`config.mk`:
```
export PLATFORM = sky130hd
export DESIGN_NAME = decode_stage
export DESIGN_NICKNAME = d
export VERILOG_FILES = /design/src/rtl/decode_stage.sv
export SDC_FILE = /design/constraint.sdc
export NUM_CORES = 1
export LEC_CHECK = 0
export BUFFER_PORTS_ARGS = -buffer_cell sky130_fd_sc_hd__buf_4
export CORE_MARGIN = 1.5
export CORE_UTILIZATION = 48
export DETAILED_ROUTE_END_ITERATION = 7
export PLACE_DENSITY = 0.83
export SLEW_MARGIN = 20
export SYNTH_ARGS = -nofsm -noshare
export SYNTH_HDL_FRONTEND = slang
export SYNTH_SLANG_ARGS = --single-unit
export TNS_END_PERCENT = 50
```
`constraint.sdc`:
```
create_clock -name clk -period 6 [get_ports clk]
set_clock_uncertainty 0.05 [all_clocks]
set_input_delay 0.9 -clock clk [delete_from_list [all_inputs] [get_ports clk]]
set_output_delay 0.9 -clock clk [all_outputs]
set_load 0.02 [all_outputs]
```
`src/rtl/decode_stage.sv`:
```
// RV32I decode stage: instruction FIFO, head decode, and a registered EX control bundle.
// Define DECODE_ILLEGAL_TRAP_EN to flag undecodable encodings on o_Illegal_1.
module decode_stage #(
  parameter int PC_W       = 32,
  parameter int IBUF_DEPTH = 2
) (
  input  logic              clk,
  input  logic              rst,
  input  logic              i_Valid_1,
  input  logic [PC_W-1:0]   i_PC,
  input  logic [31:0]       i_Inst,
  output logic              o_Ready_1,
  input  logic              i_Flush_1,
  output logic [4:0]        o_GRFReadAddr1_5,
  output logic [4:0]        o_GRFReadAddr2_5,
  input  logic [PC_W-1:0]   i_GRFReadData1_32,
  input  logic [PC_W-1:0]   i_GRFReadData2_32,
  output logic              o_Valid_1,
  input  logic              i_Ready_1,
  output logic [PC_W-1:0]   o_PC,
  output logic [4:0]        o_GRFWriteAddr_5,
  output logic              o_GRFWen_1,
  output logic [11:0]       o_ALUControl_12,
  output logic [PC_W-1:0]   o_ALUOperand1_32,
  output logic [PC_W-1:0]   o_ALUOperand2_32,
  output logic              o_Load_1,
  output logic              o_Store_1,
  output logic              o_LoadUnsigned_1,
  output logic [1:0]        o_LoadStoreWidth_2,
  output logic [PC_W-1:0]   o_StoreData_32,
  output logic [7:0]        o_JumpBranchType_8,
  output logic [PC_W-1:0]   o_CompareSrc1_32,
  output logic [PC_W-1:0]   o_CompareSrc2_32,
  output logic              o_UnsignedCMP_1,
  output logic              o_Illegal_1
);

  localparam int PTR_W = (IBUF_DEPTH > 1) ? $clog2(IBUF_DEPTH) : 1;
  localparam int CNT_W = PTR_W + 1;

  localparam logic [6:0] OP_LUI = 7'b0110111, OP_AUIPC = 7'b0010111, OP_JAL = 7'b1101111,
                         OP_JALR = 7'b1100111, OP_BRANCH = 7'b1100011, OP_LOAD = 7'b0000011,
                         OP_STORE = 7'b0100011, OP_IMM = 7'b0010011, OP_REG = 7'b0110011,
                         OP_FENCE = 7'b0001111, OP_SYSTEM = 7'b1110011;

  localparam logic [11:0] ALU_ADD = 12'h800, ALU_PC4 = 12'h400, ALU_SUB = 12'h200,
                          ALU_SLT = 12'h100, ALU_SLTU = 12'h080, ALU_AND = 12'h040,
                          ALU_OR = 12'h020, ALU_XOR = 12'h010, ALU_SLL = 12'h008,
                          ALU_SRL = 12'h004, ALU_SRA = 12'h002, ALU_LUI = 12'h001;

  logic [PC_W-1:0]  pc_mem   [IBUF_DEPTH];
  logic [31:0]      inst_mem [IBUF_DEPTH];
  logic [PTR_W-1:0] rd_ptr, wr_ptr;
  logic [CNT_W-1:0] count;

  logic             empty, push, pop, advance, hazard, issue;
  logic [PC_W-1:0]  head_pc;
  logic [31:0]      head_inst;
  logic [6:0]       opcode, funct7;
  logic [2:0]       funct3;
  logic [4:0]       rs1, rs2, rd;
  logic [PC_W-1:0]  imm_i, imm_s, imm_b, imm_j, imm_u, shamt;

  logic [11:0]      d_alu;
  logic [PC_W-1:0]  d_op1, d_op2;
  logic             d_wen, d_load, d_store, d_ucmp, d_use1, d_use2, d_known;
  logic [7:0]       d_jbt;

  assign empty     = (count == '0);
  assign o_Ready_1 = (count < CNT_W'(IBUF_DEPTH));
  assign push      = i_Valid_1 & o_Ready_1;
  assign advance   = ~o_Valid_1 | i_Ready_1;
  assign issue     = advance & ~empty & ~hazard;
  assign pop       = issue;

  // An empty buffer presents an all-zero word so the GRF read addresses fall to x0.
  assign head_pc   = pc_mem[rd_ptr];
  assign head_inst = empty ? 32'h0 : inst_mem[rd_ptr];

  assign opcode = head_inst[6:0];
  assign rd     = head_inst[11:7];
  assign funct3 = head_inst[14:12];
  assign rs1    = head_inst[19:15];
  assign rs2    = head_inst[24:20];
  assign funct7 = head_inst[31:25];

  assign o_GRFReadAddr1_5 = rs1;
  assign o_GRFReadAddr2_5 = rs2;

  assign imm_i = PC_W'($signed(head_inst[31:20]));
  assign imm_s = PC_W'($signed({head_inst[31:25], head_inst[11:7]}));
  assign imm_b = PC_W'($signed({head_inst[31], head_inst[7], head_inst[30:25], head_inst[11:8], 1'b0}));
  assign imm_j = PC_W'($signed({head_inst[31], head_inst[19:12], head_inst[20], head_inst[30:21], 1'b0}));
  assign imm_u = PC_W'($signed({head_inst[31:12], 12'h000}));
  assign shamt = PC_W'(head_inst[24:20]);

  always_comb begin
    d_alu   = '0;
    d_op1   = i_GRFReadData1_32;
    d_op2   = imm_i;
    d_wen   = 1'b0;
    d_load  = 1'b0;
    d_store = 1'b0;
    d_jbt   = '0;
    d_ucmp  = 1'b0;
    d_use1  = 1'b1;
    d_use2  = 1'b0;
    d_known = 1'b1;
    case (opcode)
      OP_LUI:   begin d_alu = ALU_LUI; d_op2 = imm_u; d_wen = 1'b1; d_use1 = 1'b0; end
      OP_AUIPC: begin d_alu = ALU_ADD; d_op1 = head_pc; d_op2 = imm_u; d_wen = 1'b1; d_use1 = 1'b0; end
      OP_JAL:   begin d_alu = ALU_PC4; d_op1 = head_pc; d_op2 = imm_j; d_wen = 1'b1; d_jbt = 8'h80; d_use1 = 1'b0; end
      OP_JALR:  begin
        if (funct3 == 3'b000) begin d_alu = ALU_PC4; d_wen = 1'b1; d_jbt = 8'h40; end
        else d_known = 1'b0;
      end
      OP_BRANCH: begin
        d_alu = ALU_ADD; d_op1 = head_pc; d_op2 = imm_b; d_use2 = 1'b1;
        case (funct3)
          3'b000:  d_jbt = 8'h20;
          3'b001:  d_jbt = 8'h10;
          3'b100:  d_jbt = 8'h08;
          3'b101:  d_jbt = 8'h02;
          3'b110:  begin d_jbt = 8'h04; d_ucmp = 1'b1; end
          3'b111:  begin d_jbt = 8'h01; d_ucmp = 1'b1; end
          default: d_known = 1'b0;
        endcase
      end
      OP_LOAD: begin
        if (funct3 != 3'b011 && funct3[2:1] != 2'b11) begin d_alu = ALU_ADD; d_load = 1'b1; d_wen = 1'b1; end
        else d_known = 1'b0;
      end
      OP_STORE: begin
        if (funct3[2] == 1'b0 && funct3 != 3'b011) begin d_alu = ALU_ADD; d_op2 = imm_s; d_store = 1'b1; d_use2 = 1'b1; end
        else d_known = 1'b0;
      end
      OP_IMM: begin
        d_wen = 1'b1;
        case (funct3)
          3'b000: d_alu = ALU_ADD;
          3'b010: d_alu = ALU_SLT;
          3'b011: d_alu = ALU_SLTU;
          3'b100: d_alu = ALU_XOR;
          3'b110: d_alu = ALU_OR;
          3'b111: d_alu = ALU_AND;
          3'b001: begin
            d_op2 = shamt;
            if (funct7 == 7'b0000000) d_alu = ALU_SLL; else d_known = 1'b0;
          end
          default: begin
            d_op2 = shamt;
            if (funct7 == 7'b0000000) d_alu = ALU_SRL;
            else if (funct7 == 7'b0100000) d_alu = ALU_SRA;
            else d_known = 1'b0;
          end
        endcase
      end
      OP_REG: begin
        d_op2 = i_GRFReadData2_32; d_use2 = 1'b1; d_wen = 1'b1;
        if (funct7 == 7'b0000000) begin
          case (funct3)
            3'b000:  d_alu = ALU_ADD;
            3'b001:  d_alu = ALU_SLL;
            3'b010:  d_alu = ALU_SLT;
            3'b011:  d_alu = ALU_SLTU;
            3'b100:  d_alu = ALU_XOR;
            3'b101:  d_alu = ALU_SRL;
            3'b110:  d_alu = ALU_OR;
            default: d_alu = ALU_AND;
          endcase
        end else if (funct7 == 7'b0100000 && funct3 == 3'b000) d_alu = ALU_SUB;
        else if (funct7 == 7'b0100000 && funct3 == 3'b101) d_alu = ALU_SRA;
        else d_known = 1'b0;
      end
      OP_FENCE, OP_SYSTEM: d_use1 = 1'b0;
      default: d_known = 1'b0;
    endcase
    // Anything undecodable leaves the stage as a harmless NOP.
    if (!d_known) begin
      d_alu = '0; d_wen = 1'b0; d_load = 1'b0; d_store = 1'b0;
      d_jbt = '0; d_ucmp = 1'b0; d_use1 = 1'b0; d_use2 = 1'b0;
    end
  end

  assign hazard = o_Valid_1 & o_Load_1 & (o_GRFWriteAddr_5 != 5'd0) &
                  ((d_use1 & (rs1 == o_GRFWriteAddr_5)) | (d_use2 & (rs2 == o_GRFWriteAddr_5)));

  always_ff @(posedge clk) begin
    if (push && !i_Flush_1) begin
      pc_mem[wr_ptr]   <= i_PC;
      inst_mem[wr_ptr] <= i_Inst;
    end
  end

  always_ff @(posedge clk or posedge rst) begin
    if (rst) begin
      rd_ptr <= '0;
      wr_ptr <= '0;
      count  <= '0;
    end else if (i_Flush_1) begin
      rd_ptr <= '0;
      wr_ptr <= '0;
      count  <= '0;
    end else begin
      if (push) wr_ptr <= wr_ptr + PTR_W'(1);
      if (pop)  rd_ptr <= rd_ptr + PTR_W'(1);
      case ({push, pop})
        2'b10:   count <= count + CNT_W'(1);
        2'b01:   count <= count - CNT_W'(1);
        default: count <= count;
      endcase
    end
  end

  // On a stalled advance only o_Valid_1 drops; the rest of the bundle is don't-care.
  always_ff @(posedge clk or posedge rst) begin
    if (rst) begin
      o_Valid_1          <= 1'b0;
      o_PC               <= '0;
      o_GRFWriteAddr_5   <= '0;
      o_GRFWen_1         <= 1'b0;
      o_ALUControl_12    <= '0;
      o_ALUOperand1_32   <= '0;
      o_ALUOperand2_32   <= '0;
      o_Load_1           <= 1'b0;
      o_Store_1          <= 1'b0;
      o_LoadUnsigned_1   <= 1'b0;
      o_LoadStoreWidth_2 <= '0;
      o_StoreData_32     <= '0;
      o_JumpBranchType_8 <= '0;
      o_CompareSrc1_32   <= '0;
      o_CompareSrc2_32   <= '0;
      o_UnsignedCMP_1    <= 1'b0;
    end else if (i_Flush_1) begin
      o_Valid_1 <= 1'b0;
    end else if (advance) begin
      o_Valid_1 <= issue;
      if (issue) begin
        o_PC               <= head_pc;
        o_GRFWriteAddr_5   <= rd;
        o_GRFWen_1         <= d_wen & (rd != 5'd0);
        o_ALUControl_12    <= d_alu;
        o_ALUOperand1_32   <= d_op1;
        o_ALUOperand2_32   <= d_op2;
        o_Load_1           <= d_load;
        o_Store_1          <= d_store;
        o_LoadUnsigned_1   <= funct3[2];
        o_LoadStoreWidth_2 <= funct3[1:0];
        o_StoreData_32     <= i_GRFReadData2_32;
        o_JumpBranchType_8 <= d_jbt;
        o_CompareSrc1_32   <= i_GRFReadData1_32;
        o_CompareSrc2_32   <= i_GRFReadData2_32;
        o_UnsignedCMP_1    <= d_ucmp;
      end
    end
  end

`ifdef DECODE_ILLEGAL_TRAP_EN
  always_ff @(posedge clk or posedge rst) begin
    if (rst)                    o_Illegal_1 <= 1'b0;
    else if (!i_Flush_1 && advance && issue) o_Illegal_1 <= ~d_known;
  end
`else
  assign o_Illegal_1 = 1'b0;
`endif

endmodule

```
==> impl_metrics.json, run 1 <==
{
  "core_mm2": 0.0289,
  "r2r_slack_ns": 1.14,
  "cts_tree": "built",
  "firstDrtPassIters": 5,
  "worstPathMaxFanout": 69,
  "dp_hpwl_um": 27300,
  "cts_buffers": 35,
  "grt_max_degree": 145,
  "ant_nets": 0,
  "yosysWarnings": 0,
  "ys_types": 65,
  "start_kind": "flip-flop",
  "path_class": "reg2reg",
  "die_area_mm2": 0.0305,
  "drv_slew": 0,
  "final_cell_mix": "buf_4, dfrtp_1, mux2_1",
  "post_cts_buffers": 0,
  "synthCells": 943,
  "grt_pass1_vias": 9619,
  "clk_pin_slew_ns": 0.06,
  "max_freq_mhz": 206,
  "syn_avg_cell_area_um2": 15.0,
  "timing.max_slew.rel_slack_pct": 26.3,
  "synthFlopType": "dfrtp_1",
  "wl_met3_um": 3090,
  "cts.sinks": 325,
  "whs_ns": 0.442,
  "mostFrequentLayoutCell": "buf_4",
  "worstSetupEndpointType": "flip-flop",
  "cp-startpoint": "rd_ptr",
  "leakagePower_nw": 7.88,
  "grt_pass1_wl_um": 56800,
  "vias": 9350,
  "wirelength_um": 37900,
  "synth_edf_count": 128,
  "grt_usage_pct": 24.2,
  "root_buffer": "clkbuf_16",
  "status": "finished clean",
  "fin_crit_sh_pct": 81.0,
  "tightestPinTransition_ns": 1.10,
  "rsz0062_at_grt": "false",
  "placed_cell_area_mm2": 0.0168,
  "drcViolationCount": 0,
  "synthArstFlopShare_pct": 60.6,
  "setup_violations": 0,
  "period_minus_slack_ns": 4.86,
  "max_cap_violations": 0,
  "antenna_found_initial": 1,
  "layout-drive-gt1-share_pct": 40.2,
  "hold_viol": 0,
  "ioPinCount": 370,
  "worstHoldStart": "o_ALUOperand2_32[17]",
  "cts.repair.resized": 0,
  "met2WireLength_um": 18900,
  "wl_met1_um": 14400,
  "via_per_inst": 5.57,
  "clock_latency_ns": 0.52,
  "maxUsedRoutingLayer": "met5",
  "syn_area_mm2": 0.0141,
  "initial_utilization_pct": 49.0,
  "grt_overflow": 0,
  "r2r-end": "o_ALUOperand1_32[29]",
  "wl_per_cell_um": 22.6,
  "die_w_um": 175,
  "gp_congestion": 0.874,
  "nets": 1400,
  "syn-num-nets": 1076,
  "die_h_um": 175,
  "synth_seq_cells": 325,
  "htreeDepth": 2,
  "timing.rr.start": "rd_ptr",
  "holdBufCountCts": 0,
  "min_path_type": "reg2reg",
  "cp.arrival_ns": 5.19,
  "power_density_mw_per_mm2": 394,
  "num_antenna_cells": 0,
  "syn2layout_area_growth_pct": 27.7,
  "cp_data_required_time_ns": 6.33,
  "fin_area_mm2": 0.0181,
  "reg2reg_depth": 10,
  "fin_tns_setup_ns": 0,
  "clockBufferDepth": 3,
  "rows": 62,
  "ir_drop_mv": 0.309,
  "numPortBuffers": 368,
  "cp-endpoint": "o_ALUOperand1_32[29]",
  "initialDrtViolationCount": 559,
  "seq_area_frac_synth_pct": 62.0
}
-- layer usage --
metal / vias up / global-route usage, %
met1: 4686 / 28.5
li1: 4153 / -
met4: 2 / 9.47
met5: - / 0
met2: 427 / 41.8
met3: 82 / 7.07
-- power breakdown --
part / internal [mW] / leakage, nW / switching, mW / total (mW)
logic: 0.859 / 3.69 / 1.08 / 1.94
registers: 2.69 / 3.60 / 0.269 / 2.96
clock network: 1.34 / 0.600 / 0.887 / 2.23
-- area by class of cell --
cell class,instances,area (um2)
clock buffer,48,1020
clock inverter,16,203
fill,2190,10800
inverter,7,30.0
multi-input combinational,519,4680
sequential,325,8780
tap,384,480
timing repair buffer,379,2880
-- how the worst min path moves through the flow --
stage,end,slack [ns],cells after the start
after global placement,o_JumpBranchType_8[0],0.42,1
after detailed placement,o_JumpBranchType_8[0],0.43,1
after CTS,o_JumpBranchType_8[0],0.44,1
after global routing,o_CompareSrc1_32[19],0.45,1
after floorplan,wr_ptr,0.47,2
final,o_ALUOperand2_32[17],0.44,1
-- synth_stat cells (3+ instances only) --
| master | number | area (um2) |
|---|---|---|
| a22o_1 | 10 | 87.6 |
| and3_1 | 3 | 18.8 |
| and3b_1 | 3 | 26.3 |
| buf_2 | 3 | 15.0 |
| mux2_1 | 178 | 2000 |
| or2_2 | 3 | 18.8 |
| mux2i_1 | 29 | 290 |
| nor3_1 | 16 | 80.1 |
| o211ai_1 | 3 | 22.5 |
| buf_8 | 10 | 150 |
| nand3_1 | 9 | 45.0 |
| buf_6 | 7 | 78.8 |
| nor4_1 | 9 | 56.3 |
| a221o_1 | 20 | 200 |
| and2_1 | 5 | 31.3 |
| nor2b_1 | 4 | 25.0 |
| dfrtp_1 | 197 | 4930 |
| clkbuf_1 | 18 | 67.6 |
| buf_1 | 3 | 11.3 |
| mux2_2 | 66 | 743 |
| xor2_1 | 11 | 96.3 |
| a31oi_1 | 7 | 43.8 |
| nand4_1 | 5 | 31.3 |
| edfxtp_1 | 128 | 3840 |
| o21ai_0 | 7 | 35.0 |
| nand2_1 | 11 | 41.3 |
| nor3b_1 | 3 | 22.5 |
| a222oi_1 | 4 | 40.0 |
| buf_4 | 50 | 375 |
| a21o_1 | 4 | 30.0 |
| inv_1 | 7 | 26.3 |
| nor2_1 | 45 | 169 |
| a21oi_1 | 20 | 100 |
-- state kept, by name (all words and copies together) (netlist names), 5 cells and up --
name,cells
o_ALUControl_12,12
o_CompareSrc1_32,32
o_GRFWriteAddr_5,5
o_ALUOperand1_32,32
inst_mem,64
pc_mem,64
o_CompareSrc2_32,32
o_ALUOperand2_32,32
o_PC,32
o_JumpBranchType_8,8
-- worst max-delay path, stage by stage (launching register included) --
cell and delay [ns]:
dfrtp_4 0.69, mux2_2 0.41, a211o_2 0.43, nor3_4 0.47, buf_4 0.41, nand4_1 0.16
and4_1 0.27, a22o_1 0.52, nand2_8 0.47, buf_12 0.38, mux2_1 0.38
-- stage by stage --
stage / power, mW / utilization (%) / std cells / worst slack (ns)
final: 7.13 / 62.6 / 1678 / 1.14
after global routing: 7.40 / 62.6 / 1678 / 0.913
after CTS: 7.20 / 62.6 / 1678 / 1.16
after detailed placement: 4.95 / 58.4 / 1614 / 1.19
after global placement: 4.89 / 58.4 / 1614 / 1.25
after floorplan: 4.08 / - / 943 / -0.139
-- kinds of logic (layout without fill, tap and decap cells) --
| logic type | count (synthesis) | count (layout) | synth area share (%) |
|---|---|---|---|
| AO/OA/AOI/OAI | 99 | 99 | 5.48 |
| XOR/XNOR | 11 | 11 | 0.681 |
| buffers and inverters | 99 | 450 | 5.26 |
| flip-flops | 325 | 325 | 62.0 |
| multiplexers | 273 | 273 | 21.5 |
| other | 1 | 1 | 0.0265 |
| AND/OR/NAND/NOR | 135 | 135 | 5.06 |
No activity file was read; power rests on OpenSTA's default activity.
==> run 2, diff against run 1 <==
Settings changed: ABC_AREA set to 1, PLACE_DENSITY 0.83 to 0.82.
Clock period 6 ns to 4.1 ns, I/O delays scaled along.
==> impl_metrics.json, run 2 <==
{
  "synth_seq_cells": 325,
  "finalPower_mw": 13.9,
  "initial_utilization_pct": 49.1,
  "seq_area_frac_synth_pct": 61.8,
  "cts_tree": "built",
  "clock_latency_ns": 0.51,
  "worstSetupEndpointType": "flip-flop",
  "hold_viol": 0,
  "yosysTopAreaCell": "dfrtp_1",
  "via_per_inst": 5.22,
  "num-fill-cells": 2351,
  "firstDrtPassIters": 5,
  "synth_edf_count": 128,
  "yosys.cell_count.top_type": "nand2_1",
  "dp_hpwl_um": 30900,
  "syn_area_mm2": 0.0142,
  "leakagePower_nw": 9.16,
  "wl_per_cell_um": 18.6,
  "setup_violations": 0,
  "ir_drop_mv": 0.451,
  "grt_pass1_vias": 11422,
  "start_kind": "flip-flop",
  "final_cell_mix": "nand2_1, buf_4, dfrtp_1",
  "rows": 62,
  "path_class": "reg2reg",
  "crit_family": "simple AND/OR/NAND/NOR gates",
  "muxShareOfSynthArea_pct": 0,
  "htreeDepth": 2,
  "timing.max_slew.rel_slack_pct": 38.2,
  "grt_overflow": 0,
  "path_cells": "inv_2 > nand3_1 > nand2_1 > nand3_1 > nor2_1 > nand2_1 > nand3_1 > nand2_1 > a21oi_1 > nand2_1 > nand2_2 > nor2_8 > inv_6 > buf_12 > nand2_1 > o21ai_1",
  "post_cts_buffers": 0,
  "synth_common_cells": "nand2_1, dfrtp_1, edfxtp_1",
  "die_h_um": 175,
  "slowest_stage": "inv_2",
  "synthTopCellsByArea": "dfrtp_1, edfxtp_1, nand2_1",
  "syn_avg_cell_area_um2": 9.10,
  "layout-drive-gt1-share_pct": 24.7,
  "clkPwrFrac_pct": 22.4,
  "cp.arrival_ns": 4.06,
  "critPathMaxStageDelay_ns": 0.43,
  "switchingPower_mw": 5.65,
  "power_density_mw_per_mm2": 767,
  "swShare_pct": 40.5,
  "grt_pass1_wl_um": 65100,
  "holdBufCountCts": 0,
  "synthCells": 1561,
  "yosysWarnings": 0,
  "ys_types": 38,
  "syn-num-nets": 1694,
  "fin_tns_setup_ns": 0,
  "p_int_mw": 8.30,
  "synth_compound_area_share_pct": 6.10,
  "clockBufferDepth": 3,
  "grt_max_degree": 144,
  "yosys.area_share.simple_pct": 23.9,
  "seqPwrFrac_pct": 35.1,
  "wirelength_um": 42500,
  "synthFlopType": "dfrtp_1",
  "fin_crit_sh_pct": 90.1,
  "root_buffer": "clkbuf_16",
  "die_w_um": 175,
  "wl_met1_um": 17700,
  "syn2layout_area_growth_pct": 28.1,
  "min_path_type": "in2reg",
  "drv_slew": 0,
  "combPwrFrac_pct": 42.4,
  "worstPathMaxFanout": 65,
  "cp_data_required_time_ns": 4.47,
  "numPortBuffers": 368,
  "tightestPinTransition_ns": 0.925,
  "rsz0062_at_grt": "false",
  "synth_top_area_share_pct": 34.7,
  "maxUsedRoutingLayer": "met4",
  "ioPinCount": 370,
  "max_freq_mhz": 271,
  "gp_congestion": 0.915,
  "reg.largest.list": "inst_mem x64, pc_mem x64",
  "path_common_cell": "nand2_1",
  "max_cap_violations": 0,
  "mostFrequentLayoutCell": "nand2_1",
  "synth_top_family_by_area": "simple AND/OR/NAND/NOR gates",
  "ant_nets": 0,
  "core_mm2": 0.0289,
  "synthArstFlopShare_pct": 60.6,
  "nets": 2010,
  "clk_pin_slew_ns": 0.06,
  "antenna_found_initial": 2,
  "synth-xor-area-share_pct": 0.185,
  "initialDrtViolationCount": 965,
  "die_area_mm2": 0.0306,
  "cp_num_buf_inv": 3,
  "met2WireLength_um": 19800,
  "wl_met3_um": 3290,
  "grt_usage_pct": 27.6,
  "drcViolationCount": 0,
  "period_minus_slack_ns": 3.69,
  "cts.sinks": 325,
  "cts_buffers": 36,
  "synth_fa_ha_area_share_pct": 0,
  "cts.repair.resized": 0,
  "status": "finished clean",
  "vias": 11941
}
## run 2: final cells by class
type                    count  area [um2]  area share (%)
multi-input cells        1007        4300            23.7
diodes                      2        5.00          0.0275
flip-flops and latches    325        8770            48.2
clock inverters             4        43.8           0.241
inverters                 117         448            2.46
clock buffers              57        1100            6.07
well taps                 384         480            2.64
repair buffers            390        3030            16.6
## run 2: final timing paths
kind / from / endpoint / slack, ns / depth (start not counted)
max: rd_ptr / o_CompareSrc1_32[1] / 0.41 / 16
min: i_Inst[24] / inst_mem[0][24] / 0.24 / 1
max reg2reg: rd_ptr / o_CompareSrc1_32[1] / 0.41 / 16
min reg2reg: o_ALUOperand1_32[28] / o_ALUOperand1_32[28] / 0.42 / 2
max in group asynchronous: rst / o_GRFWriteAddr_5[3] / 2.79 / 3
min in group asynchronous: rst / o_ALUOperand1_32[12] / 0.27 / 2
## run 2: cells by family after synthesis
logic type,Yosys count
other,1
xor gates and xnor gates,3
DFF,325
buffers and inverters,229
AOI/OAI and AO/OA,155
and+or+nand+nor,848
## run 2: layer usage
metal	up-vias	track usage, %
met5	-	0
met4	0	11.4
met3	105	5.42
met2	556	43.2
met1	5676	37.7
li1	5604	-
## run 2: power by group through the flow
stage / Clock [mW] / Sequential (mW) / Combinational, mW
after floorplan: 0 / 5.77 / 2.77
after global placement: 0 / 4.91 / 5.79
after detailed placement: 0 / 4.94 / 5.89
after CTS: 3.18 / 4.90 / 5.91
after global routing: 3.31 / 4.99 / 6.37
final: 3.13 / 4.90 / 5.92
## run 2: metrics by stage
stage	setup slack (ns)	std cells	hold slack (ns)	utilization [%]	instance area (um2)
4_1_cts	0.519	2284	0.224	62.8	18200
3_3_place_gp	0.641	2223	0.407	58.9	17000
6_report	0.406	2286	0.243	62.9	18200
5_1_grt	0.0833	2285	0.223	62.8	18200
3_5_place_dp	0.537	2223	0.410	58.9	17000
2_1_floorplan	0.0412	1561	0.431	-	14200
==> run 3, diff against run 2 <==
Settings changed: MAX_ROUTING_LAYER set to met4.
==> impl_metrics.json, run 3 (same netlist as run 2, synthesis figures left out) <==
{
  "grt_max_degree": 144,
  "switchingPower_mw": 5.70,
  "vias": 11911,
  "firstDrtPassIters": 6,
  "start_kind": "flip-flop",
  "cts_tree": "built",
  "r2r_slack_ns": 0.48,
  "grt_usage_pct": 28.4,
  "antenna_found_initial": 1,
  "syn2layout_area_growth_pct": 27.9,
  "ant_nets": 0,
  "ir_drop_mv": 0.350,
  "initialDrtViolationCount": 1144,
  "cts.repair.resized": 0,
  "setup_violations": 0,
  "holdBufCountCts": 0,
  "cts.sinks": 325,
  "rsz0062_at_grt": "false",
  "multi_input_area_mm2": 0.00430,
  "combPwrFrac_pct": 42.4,
  "drv_slew": 0,
  "layout-drive-gt1-share_pct": 24.8,
  "reg.largest.list": "inst_mem x64, pc_mem x64",
  "cp_data_required_time_ns": 4.46,
  "wirelength_um": 42400,
  "whs_ns": 0.0235,
  "ioPinCount": 370,
  "nets": 2009,
  "core_mm2": 0.0289,
  "via_per_inst": 5.20,
  "initial_utilization_pct": 49.1,
  "seqPwrFrac_pct": 35.1,
  "numPortBuffers": 368,
  "post_cts_buffers": 0,
  "seq_area_mm2": 0.00877,
  "path_class": "reg2reg",
  "gp_congestion": 0.929,
  "max_cap_violations": 0,
  "worstPathMaxFanout": 143,
  "period_minus_slack_ns": 3.62,
  "die_w_um": 175,
  "clk_pin_slew_ns": 0.06,
  "power_density_mw_per_mm2": 768,
  "timing.max_slew.rel_slack_pct": 45.4,
  "layout.cells.non_filler": 2289,
  "die_h_um": 175,
  "utilization_pct": 62.8,
  "r2r-end": "o_LoadStoreWidth_2[0]",
  "mostFrequentLayoutCell": "nand2_1",
  "wl_per_cell_um": 18.5,
  "fin_crit_sh_pct": 88.2,
  "fin_area_mm2": 0.0182,
  "max_freq_mhz": 277,
  "status": "finished clean",
  "placed_cell_area_mm2": 0.0170,
  "clockBufferDepth": 3,
  "worstSetupEndpointType": "flip-flop",
  "p_int_mw": 8.26,
  "drcViolationCount": 0,
  "leakagePower_nw": 9.16,
  "hold_viol": 0,
  "root_buffer": "clkbuf_16",
  "tightestPinTransition_ns": 0.813,
  "clock_latency_ns": 0.52,
  "cts_buffers": 36,
  "htreeDepth": 2,
  "die_area_mm2": 0.0306,
  "cp.arrival_ns": 3.98,
  "clkPwrFrac_pct": 22.5,
  "num-fill-cells": 2373,
  "fin_tns_setup_ns": 0,
  "grt_overflow": 0,
  "grt_pass1_wl_um": 64900,
  "place_inst": 2222,
  "timing.rr.start": "rd_ptr",
  "swShare_pct": 40.8,
  "reg2reg_depth": 20,
  "final_cell_mix": "nand2_1, buf_4, dfrtp_1",
  "grt_pass1_vias": 11298,
  "min_path_type": "in2async",
  "rows": 62,
  "dp_hpwl_um": 30800
}
## run 3: cell count changes in the layout (fill, tap and decap cells not counted)
cell,delta
bufinv_16,+1
clkinv_2,+4
clkbuf_1,-4
diode_2,-1
buf_12,-1
clkinv_1,+4
clkinvlp_4,+2
inv_6,+2
clkbuf_8,-2
clkbuf_16,-2
## run 3: worst max path at each step
| stage | from | end | depth (start not counted) |
|---|---|---|---|
| after floorplan | i_Valid_1 | inst_mem[0][0] | 4 |
| after global placement | rd_ptr | o_LoadStoreWidth_2[0] | 20 |
| after detailed placement | rd_ptr | o_LoadStoreWidth_2[0] | 20 |
| after CTS | rd_ptr | o_LoadStoreWidth_2[0] | 20 |
| after global routing | rd_ptr | o_LoadStoreWidth_2[0] | 20 |
| final | rd_ptr | o_LoadStoreWidth_2[0] | 20 |
## run 3: worst max-delay path, cell delays in order, from the launching register on
cell and delay (ns):
dfrtp_2 0.36, buf_4 0.35, nand2_1 0.09, nand2_1 0.12
nand2_2 0.17, inv_2 0.16, nand2_1 0.14, nand2_1 0.14
inv_2 0.04, nand2_1 0.20, nand2_1 0.08, inv_1 0.06
nand2_1 0.05, nor2_1 0.07, nand3_1 0.12, nand2_1 0.16
nand2_2 0.13, nor2_8 0.15, buf_12 0.48, nand2_1 0.15
o21a_1 0.14
## run 3: through the flow
step / total power, mW / setup slack, ns
floorplan: 8.55 / 0.0412
global placement: 10.7 / 0.633
detailed placement: 10.8 / 0.583
CTS: 14.0 / 0.581
global route: 14.7 / 0.143
finish: 14.0 / 0.484
## run 3: power by group through the flow
stage | clock (mW) | sequential (mW) | combinational, mW
finish | 3.15 | 4.90 | 5.92
global route | 3.33 | 4.99 | 6.38
CTS | 3.20 | 4.89 | 5.92
detailed placement | 0 | 4.94 | 5.88
global placement | 0 | 4.91 | 5.78
floorplan | 0 | 5.77 | 2.77
## run 3: per-layer routing
layer	wire [um]	up-vias	share of wire (%)	global-route usage, %
li1	-	5608	-	-
met1	17700	5650	42	38.1
met2	19900	548	47	43.3
met3	3220	105	7.6	5.18
met4	1590	0	3.8	10.9
met5	0	-	0	-
## run 3: cell type report
type / instances / area share [%]
Sequential cell: 325 / 48.3
Multi-Input combinational cell: 1007 / 23.7
Timing Repair Buffer: 389 / 16.6
Clock buffer: 49 / 5.57
Tap cell: 384 / 2.64
Inverter: 117 / 2.47
Clock inverter: 17 / 0.778
Antenna cell: 1 / 0.0138
